--- config.mk ---
export PLATFORM = sky130hd
export DESIGN_NAME = pipe_skid_stage_flat
export DESIGN_NICKNAME = d
export VERILOG_FILES = /design/src/rtl/pipe_skid_stage_if.sv /design/src/rtl/pipe_skid_stage.sv /design/src/flat_wrapper.sv
export SDC_FILE = /design/constraint.sdc
export NUM_CORES = 1
export LEC_CHECK = 0
export CAP_MARGIN = 20
export CELL_PAD_IN_SITES_DETAIL_PLACEMENT = 1
export CELL_PAD_IN_SITES_GLOBAL_PLACEMENT = 1
export CORE_MARGIN = 4
export CORE_UTILIZATION = 38
export CTS_CLUSTER_DIAMETER = 150
export DETAILED_ROUTE_END_ITERATION = 7
export HOLD_SLACK_MARGIN = 0.1
export PLACE_DENSITY_LB_ADDON = 0.1
export SLEW_MARGIN = 10
export SYNTH_ARGS = -nofsm -noshare
export SYNTH_HDL_FRONTEND = slang
export SYNTH_SLANG_ARGS = --single-unit
--- constraint.sdc ---
create_clock -name clk -period 2 [get_ports clk]
set_clock_uncertainty 0.05 [all_clocks]
set_input_delay 0.4 -clock clk [delete_from_list [all_inputs] [get_ports clk]]
set_output_delay 0.4 -clock clk [all_outputs]
set_load 0.01 [all_outputs]
--- src/rtl/pipe_skid_stage_if.sv ---
// ============================================================================
//  Module      : pipe_skid_stage_if
//  Description : Handshake bundle for one pipeline stage. The upstream side
//                carries in_valid/in_ready/in_data and the downstream side
//                carries out_valid/out_ready/out_data.
//                slave  = the stage itself.
//                master = the environment that feeds and drains the stage.
//  Revision    : 1.0 - initial release
// ============================================================================
`default_nettype none

interface pipe_skid_stage_if #(
    parameter int WIDTH = 160
);
    logic             in_valid;
    logic             in_ready;
    logic [WIDTH-1:0] in_data;
    logic             out_valid;
    logic             out_ready;
    logic [WIDTH-1:0] out_data;

    modport slave (
        input  in_valid,
        input  in_data,
        input  out_ready,
        output in_ready,
        output out_valid,
        output out_data
    );

    modport master (
        output in_valid,
        output in_data,
        output out_ready,
        input  in_ready,
        input  out_valid,
        input  out_data
    );
endinterface

`default_nettype wire

--- src/rtl/pipe_skid_stage.sv ---
// ============================================================================
//  Module      : pipe_skid_stage
//  Description : Inter-stage pipeline register with a valid/ready handshake,
//                a 2-entry skid buffer (main + skid) and a synchronous flush.
//                in_ready is registered, so back-pressure moves upstream one
//                stage per cycle without a combinational ready chain.
//                A saturating counter records cycles stalled by downstream.
//  Revision    : 1.0 - initial release
// ============================================================================
`default_nettype none

module pipe_skid_stage #(
    parameter int               WIDTH  = 160,
    parameter logic [WIDTH-1:0] BUBBLE = '0,
    parameter int               CNT_W  = 16
) (
    input  wire logic             clk,
    input  wire logic             reset,     // synchronous, active-low
    input  wire logic             flush,
    pipe_skid_stage_if.slave      bus,
    output      logic [CNT_W-1:0] stall_cnt
);

    typedef enum logic [1:0] {
        ST_EMPTY = 2'd0,
        ST_ONE   = 2'd1,
        ST_FULL  = 2'd2
    } state_t;

    localparam logic [CNT_W-1:0] c_CNT_MAX = '1;
    localparam logic [CNT_W-1:0] c_CNT_ONE = CNT_W'(1);

    state_t           r_state;
    logic [WIDTH-1:0] r_main;
    logic [WIDTH-1:0] r_skid;
    logic             r_out_valid;
    logic             r_in_ready;
    logic [CNT_W-1:0] r_stall_cnt;

    logic w_accept;
    logic w_emit;
    logic w_stall;

    assign w_accept = bus.in_valid  & r_in_ready;
    assign w_emit   = r_out_valid   & bus.out_ready;
    assign w_stall  = r_out_valid   & ~bus.out_ready;

    assign bus.in_ready  = r_in_ready;
    assign bus.out_valid = r_out_valid;
    assign bus.out_data  = r_main;
    assign stall_cnt     = r_stall_cnt;

    // Occupancy FSM: moves payloads between upstream, skid and main registers
    // and registers the handshake outputs alongside the next state.
    always_ff @(posedge clk) begin
        if (!reset) begin
            r_state     <= ST_EMPTY;
            r_main      <= BUBBLE;
            r_skid      <= BUBBLE;
            r_out_valid <= 1'b0;
            r_in_ready  <= 1'b1;
        end else if (flush) begin
            // Squash: any same-cycle accept is dropped; an emit already
            // happened downstream because out_data was valid this cycle.
            r_state     <= ST_EMPTY;
            r_main      <= BUBBLE;
            r_skid      <= BUBBLE;
            r_out_valid <= 1'b0;
            r_in_ready  <= 1'b1;
        end else begin
            case (r_state)
                ST_EMPTY: begin
                    if (w_accept) begin
                        r_main      <= bus.in_data;
                        r_state     <= ST_ONE;
                        r_out_valid <= 1'b1;
                        r_in_ready  <= 1'b1;
                    end
                end
                ST_ONE: begin
                    if (w_accept && w_emit) begin
                        r_main <= bus.in_data;
                    end else if (w_accept) begin
                        // Downstream stalled: park the new word in the skid
                        // register and drop ready for the next cycle.
                        r_skid     <= bus.in_data;
                        r_state    <= ST_FULL;
                        r_in_ready <= 1'b0;
                    end else if (w_emit) begin
                        r_main      <= BUBBLE;
                        r_state     <= ST_EMPTY;
                        r_out_valid <= 1'b0;
                    end
                end
                ST_FULL: begin
                    // in_ready is low here, so no accept can coincide.
                    if (w_emit) begin
                        r_main     <= r_skid;
                        r_skid     <= BUBBLE;
                        r_state    <= ST_ONE;
                        r_in_ready <= 1'b1;
                    end
                end
                default: begin
                    r_state     <= ST_EMPTY;
                    r_main      <= BUBBLE;
                    r_skid      <= BUBBLE;
                    r_out_valid <= 1'b0;
                    r_in_ready  <= 1'b1;
                end
            endcase
        end
    end

    // Saturating stall counter; flush leaves it alone, only reset clears it.
    always_ff @(posedge clk) begin
        if (!reset) begin
            r_stall_cnt <= '0;
        end else if (w_stall && (r_stall_cnt != c_CNT_MAX)) begin
            r_stall_cnt <= r_stall_cnt + c_CNT_ONE;
        end
    end

endmodule

`default_nettype wire

--- src/flat_wrapper.sv ---
// flat-port wrapper written by rule: the top's interface ports become plain ports
module pipe_skid_stage_flat 
#(
    parameter int               WIDTH  = 160,
    parameter logic [WIDTH-1:0] BUBBLE = '0,
    parameter int               CNT_W  = 16
)
  (clk, reset, flush, stall_cnt, bus_in_valid, bus_in_data, bus_out_ready, bus_in_ready, bus_out_valid, bus_out_data);
  pipe_skid_stage_if #(.WIDTH(WIDTH)) bus_i ();
  input  wire logic clk;
  input  wire logic reset;
  input  wire logic flush;
  output      logic [CNT_W-1:0] stall_cnt;
  input wire logic [$bits(bus_i.in_valid)-1:0] bus_in_valid;
  input wire logic [$bits(bus_i.in_data)-1:0] bus_in_data;
  input wire logic [$bits(bus_i.out_ready)-1:0] bus_out_ready;
  output wire logic [$bits(bus_i.in_ready)-1:0] bus_in_ready;
  output wire logic [$bits(bus_i.out_valid)-1:0] bus_out_valid;
  output wire logic [$bits(bus_i.out_data)-1:0] bus_out_data;
  assign bus_i.in_valid = bus_in_valid;
  assign bus_i.in_data = bus_in_data;
  assign bus_i.out_ready = bus_out_ready;
  assign bus_in_ready = bus_i.in_ready;
  assign bus_out_valid = bus_i.out_valid;
  assign bus_out_data = bus_i.out_data;
  pipe_skid_stage #(.WIDTH(WIDTH), .BUBBLE(BUBBLE), .CNT_W(CNT_W)) u_core (.clk(clk), .reset(reset), .flush(flush), .bus(bus_i), .stall_cnt(stall_cnt));
endmodule
After elaboration in Yosys (flattened, before gate mapping):

Cells that the tools add are included.

* register bits after elaboration: 340
* output and inout bits: 178
* word-level logic and storage cells: 58

* add/subtract/negate cells: 1
* equality and inequality tests: 12
* mux-type cells: 23
* bitwise logic cells: 7
* reductions and logical operators: 9

Operator list (count)
* $mux 160: 6
* $pmux 160 s3: 2
* $add 16x1->16 const B: 1
* $ne 16x16->1 const B: 1
* $reduce_and 4->1: 4
* $mux 2: 5
* $ne 2x1->1 const B: 4
* $mux 1: 7
* $ne 3x1->1 const B: 2
* $pmux 1 s3: 2
* $pmux 2 s3: 1
* $reduce_and 5->1: 1
* $ne 2x2->1 const B: 2
* $not 1->1: 4
* $and 1x1->1: 3
* $ne 3x3->1 const B: 1
* $eq 2x1->1 const B: 1
* $eq 2x2->1 const B: 1
* $logic_and 1x1->1: 2
* $logic_not 2->1: 1
* $reduce_or 2->1: 1

Logic depth before layout (Yosys ltp):

* word-level depth: 5
* depth in mapped cells: 8
* depth with buffers taken out: 5

Worst setup path after synthesis:

No wires, ideal clock.

* path type: reg2reg
* start: register u_core.r_stall_cnt[0] (netlist: u_core.stall_cnt[0])
* end: register u_core.r_stall_cnt[1] (netlist: u_core.stall_cnt[1])
* data arrival time: 1.569 ns
* data required time: 1.822 ns
* setup slack: 0.253 ns
* stages on the path, launching flop included: 7
* buffers on the path: 1
* clock period less this slack: 1.747 ns
* cells stage by stage: dfxtp_1 ha_1 nand3_2 o41ai_4 buf_6 mux2i_1 nor2_1

* cells in the longest elaborated chain, start to end: 2

RTL lines
* start: declaration: RTL line pipe_skid_stage.sv:38 `logic [CNT_W-1:0] r_stall_cnt;`
* start signal: assignment: RTL line pipe_skid_stage.sv:120 `r_stall_cnt <= r_stall_cnt + c_CNT_ONE;`
* parallel branches: the longest is 2 deep, another holds $add 16x1->16

Several ways; the timed one is not identified.
A chain may end at the register's enable or synchronous reset.

Worst setup path after layout:

* start: register u_core.r_main[41] (netlist: u_core.bus.out_data[41])
* end: output bus_out_data[41]

RTL lines
* start: declaration: RTL line pipe_skid_stage.sv:34 `logic [WIDTH-1:0] r_main;`
* start signal: assignment: RTL line pipe_skid_stage.sv:74 `r_main <= bus.in_data;`
* start signal: assignment: RTL line pipe_skid_stage.sv:82 `r_main <= bus.in_data;`
* start signal: assignment: RTL line pipe_skid_stage.sv:98 `r_main <= r_skid;`
* end: declaration: RTL line flat_wrapper.sv:19 `output wire logic [$bits(bus_i.out_data)-1:0] bus_out_data;`

No word-level cell between the ends.

==> key figures <==
Outcome
  • Status: complete, no violations

Global routing
  • Vias in the first global route: between 15000 and 20000
  • GR Overflow Total: 0
  • Gr usage total: a little over a quarter
  • First-pass GRT wire length: 105800 um
  • Initial antenna violation count: 11
  • Pin count of the biggest net entering global routing: around 120

Clock network
  • Clock Sink Count: 340
  • CTS root buf: clkbuf_16
  • CTS HTree Levels: 2
  • Inserted Clock Buffers: 41
  • Clock latency on the worst-skew pair: ~0.56 ns
  • CTS Buffer Depth: 3
  • CTS clock-pin slew for the worst setup and hold paths: ~0.06 ns
  • TritonCTS clock tree: built
  • Hold Buf Count CTS: 0

Yosys
  • YS warnings: 0
  • EDFF count, synth: 0
  • Post-Synthesis Cells: about 2200
  • Post-Syn Nets: roughly 2300
  • Unique masters post-synth: 46
  • Syn_area_per_cell: approximately 8 um2
  • Synthesized flop and latch total: 340
  • Synthesized cell area: ~17000 um2
  • Commonest register cell after synthesis: dfxtp_1
  • Sequential share of the synthesized area: roughly two fifths
  • Ys async rst share: 0%

Placed design
  • Post-Place Setup Slack: -0.3010 ns
  • IO Port Bufs: approximately 340
  • Post-DP HPWL: between 40000 and 50000 um
  • Gpl congestion: slightly above 0.8

Drt
  • ANT nets after route: 0
  • Via/cell ratio: 5.906
  • DR iter-0 viols: 1209
  • Via count: around 18000
  • DR WL/cell: 22.37 um
  • Drc violations: 0
  • DRT Pass-1 Iters: 5
  • Drt total wl: ~68000 um

Power and ir drop
  • Lkg Pwr: about 8.0 nW
  • Largest vdd supply drop: approximately 0.46 mV
  • Pwr dens: 725.0 nW/um2

Timing
  • Worst Tran Pin Value: between 0.5 and 0.6 ns
  • Slew Viols, Final: 0
  • Final Hold Vio Count: 0
  • Fin crit share: a little over nine tenths
  • Final setup TNS: 0 ns
  • Max Fclk: just over 0.5 GHz
  • Tmin final: a little under 2 ns
  • Final setup margin: 0.04215 ns
  • Max transition margin: around three fifths
  • Final Setup Violations: 0

Worst setup path
  • Worst Reg-to-Reg Cells: 6
  • Worst Path Max Fanout: 2
  • Reg2reg end: u_core.stall_cnt[10]
  • Cell family with most CP delay: buffers and inverters
  • Setup CP Type: reg2out
  • Delay of the slowest cell on the worst path: 0.57 ns
  • CP required: roughly 1.6 ns
  • Worst flop-to-flop path startpoint: u_core.stall_cnt[0]
  • Crit path cell chain: clkdlybuf4s50_1
  • Startpoint types: register
  • Arrival time at the worst endpoint: approximately 1.5 ns
  • Crit path capture type: primary output
  • R2r setup slk: 0.09 ns
  • CP bufs+invs: 1
  • Critical-path top delay cell: clkdlybuf4s50_1

Layout
  • Area delta synth->final: 37.34%
  • Commonest non-fill, non-tap cell in the layout: a21oi_1
  • Fill count: a little over 5000
  • Fin nets: roughly 2600
  • Commonest cells after routing, fill and taps aside: a21oi_1 (494), dfxtp_1 (332), clkdlybuf4s50_1 (317)
  • Layout cells sized above 1: 9.147%

Floorplan
  • Row cnt: between 70 and 80
  • Die area: roughly 48000 um2
  • Ports: approximately 340
  • DIE WIDTH: between 200 and 250 um
  • Starting Density: 38.79%
  • Core region area: around 44000 um2
  • Die H: about 220 um

Hold path
  • Hold endpoint: u_core.r_skid[154]
  • Hold Crit Depth: 3
  • Hold/Removal Path Class: in2reg
  • HP Start: bus_in_data[154]

Run
  • Max Cap Viol: 0
==> power by group <==
group | switching [mW] | internal (mW) | leakage (nW)
combinational | 1.42 | 1.15 | 4.59
clock | 3.01 | 4.23 | 0.629
sequential | 0.0918 | 6.92 | 2.76
==> tightest hold or removal path: cells and delay by family <==
| kind | cells | cell delay (ns) |
|---|---|---|
| and+or+nand+nor | 1 | 0.10 |
| buffers and inverters | 1 | 0.42 |
| AOI/OAI and AO/OA | 1 | 0.06 |
==> through the flow <==
stage                     total power, mW  instances  area (um2)  hold slack [ns]  utilization, %
final                               16.82       3031       23200           0.4171           53.28
after global routing                17.41       3028       23190           0.4197           53.26
after CTS                           16.97       3020       23140           0.3971           53.12
after detailed placement            9.707       2948       21870           0.4115           50.22
after global placement              9.661       2948       21870           0.4027           50.22
after floorplan                     8.285       2154       16890           0.3950               -
==> worst max path at each step <==
stage                                 start                  endpoint  slack, ns  cells after the start
global placement              bus_out_ready  u_core.bus.out_data[151]      -0.20                      7
floorplan               u_core.stall_cnt[0]       u_core.stall_cnt[1]       0.25                      6
detailed placement            bus_out_ready  u_core.bus.out_data[150]      -0.30                      7
finish              u_core.bus.out_data[41]          bus_out_data[41]       0.04                      1
CTS                 u_core.bus.out_data[74]          bus_out_data[74]     0.0005                      1
global route         u_core.bus.out_data[3]           bus_out_data[3]     -0.003                      1
==> sequential cells by signal, indices dropped and copies added (netlist names) <==
signal / flops
u_core.bus.in_ready: 1
u_core.bus.out_data: 160
u_core.bus.out_valid: 1
u_core.r_skid: 160
u_core.r_state: 2
u_core.stall_cnt: 16
==> per-layer routing <==
layer | vias up | track usage [%] | part of all wire, %
met1 | 8960 | 36.37 | 44
met4 | 8 | 7.183 | 2.1
met2 | 504 | 44.91 | 48
met3 | 88 | 4.777 | 6.0
li1 | 8342 | - | -
met5 | - | 0 | 0.069
==> synthesized netlist by cell type, types with 2 or more instances <==
| cell | instances | area, um2 |
|---|---|---|
| nand2b_1 | 164 | 1026 |
| and4_1 | 2 | 17.52 |
| buf_1 | 12 | 45.04 |
| o211ai_1 | 160 | 1201 |
| o211a_1 | 2 | 20.02 |
| dfxtp_1 | 340 | 6807 |
| nor2b_1 | 2 | 12.51 |
| buf_4 | 5 | 37.54 |
| nand4_4 | 2 | 42.54 |
| o21ai_1 | 20 | 100.1 |
| buf_6 | 4 | 45.04 |
| nor2_1 | 6 | 22.52 |
| and3_1 | 2 | 12.51 |
| o31ai_1 | 3 | 22.52 |
| clkbuf_1 | 192 | 720.7 |
| nand3_1 | 8 | 40.04 |
| or3_1 | 8 | 50.05 |
| o41ai_4 | 2 | 55.05 |
| inv_1 | 3 | 11.26 |
| nand2_1 | 8 | 30.03 |
| and2_1 | 119 | 744.5 |
| and2_0 | 43 | 269.0 |
| o21bai_1 | 2 | 15.01 |
| a21oi_1 | 494 | 2472 |
| nand4_1 | 163 | 1020 |
| or4_1 | 3 | 22.52 |
| buf_2 | 55 | 275.3 |
| a21oi_2 | 2 | 17.52 |
| o21ai_0 | 310 | 1551 |
| mux2i_1 | 2 | 20.02 |
==> repair_timing <==
action	CTS	global route
setup endpoints to repair	18	15
pin swaps	0	2
buffers inserted	0	3
gates resized for setup	22	10
==> cells by family (layout without fill, tap and decap cells) <==
| family | count (synthesis) | in the layout | synth area share (%) |
|---|---|---|---|
| compound gates | 1001 | 1001 | 32.70 |
| simple gates | 538 | 538 | 20.05 |
| flops | 340 | 340 | 40.29 |
| buf+inv | 271 | 555 | 6.717 |
| mux | 2 | 2 | 0.1185 |
| fa+ha+maj | 1 | 1 | 0.07405 |
| xor+xnor | 1 | 1 | 0.05185 |
| other cells | 0 | 8 | 0 |
==> layout make-up <==
class	instances	area [um2]	area share, %
Multi-Input combinational cell	1543	9010	38.83
Sequential cell	340	6822	29.40
Timing Repair Buffer	480	5326	22.96
Clock buffer	66	1242	5.355
Tap cell	585	732.0	3.155
Clock inverter	6	33.78	0.1456
Antenna cell	8	20.02	0.08628
Inverter	3	16.27	0.07010
Note: power is estimated with default switching activity, not from simulation.
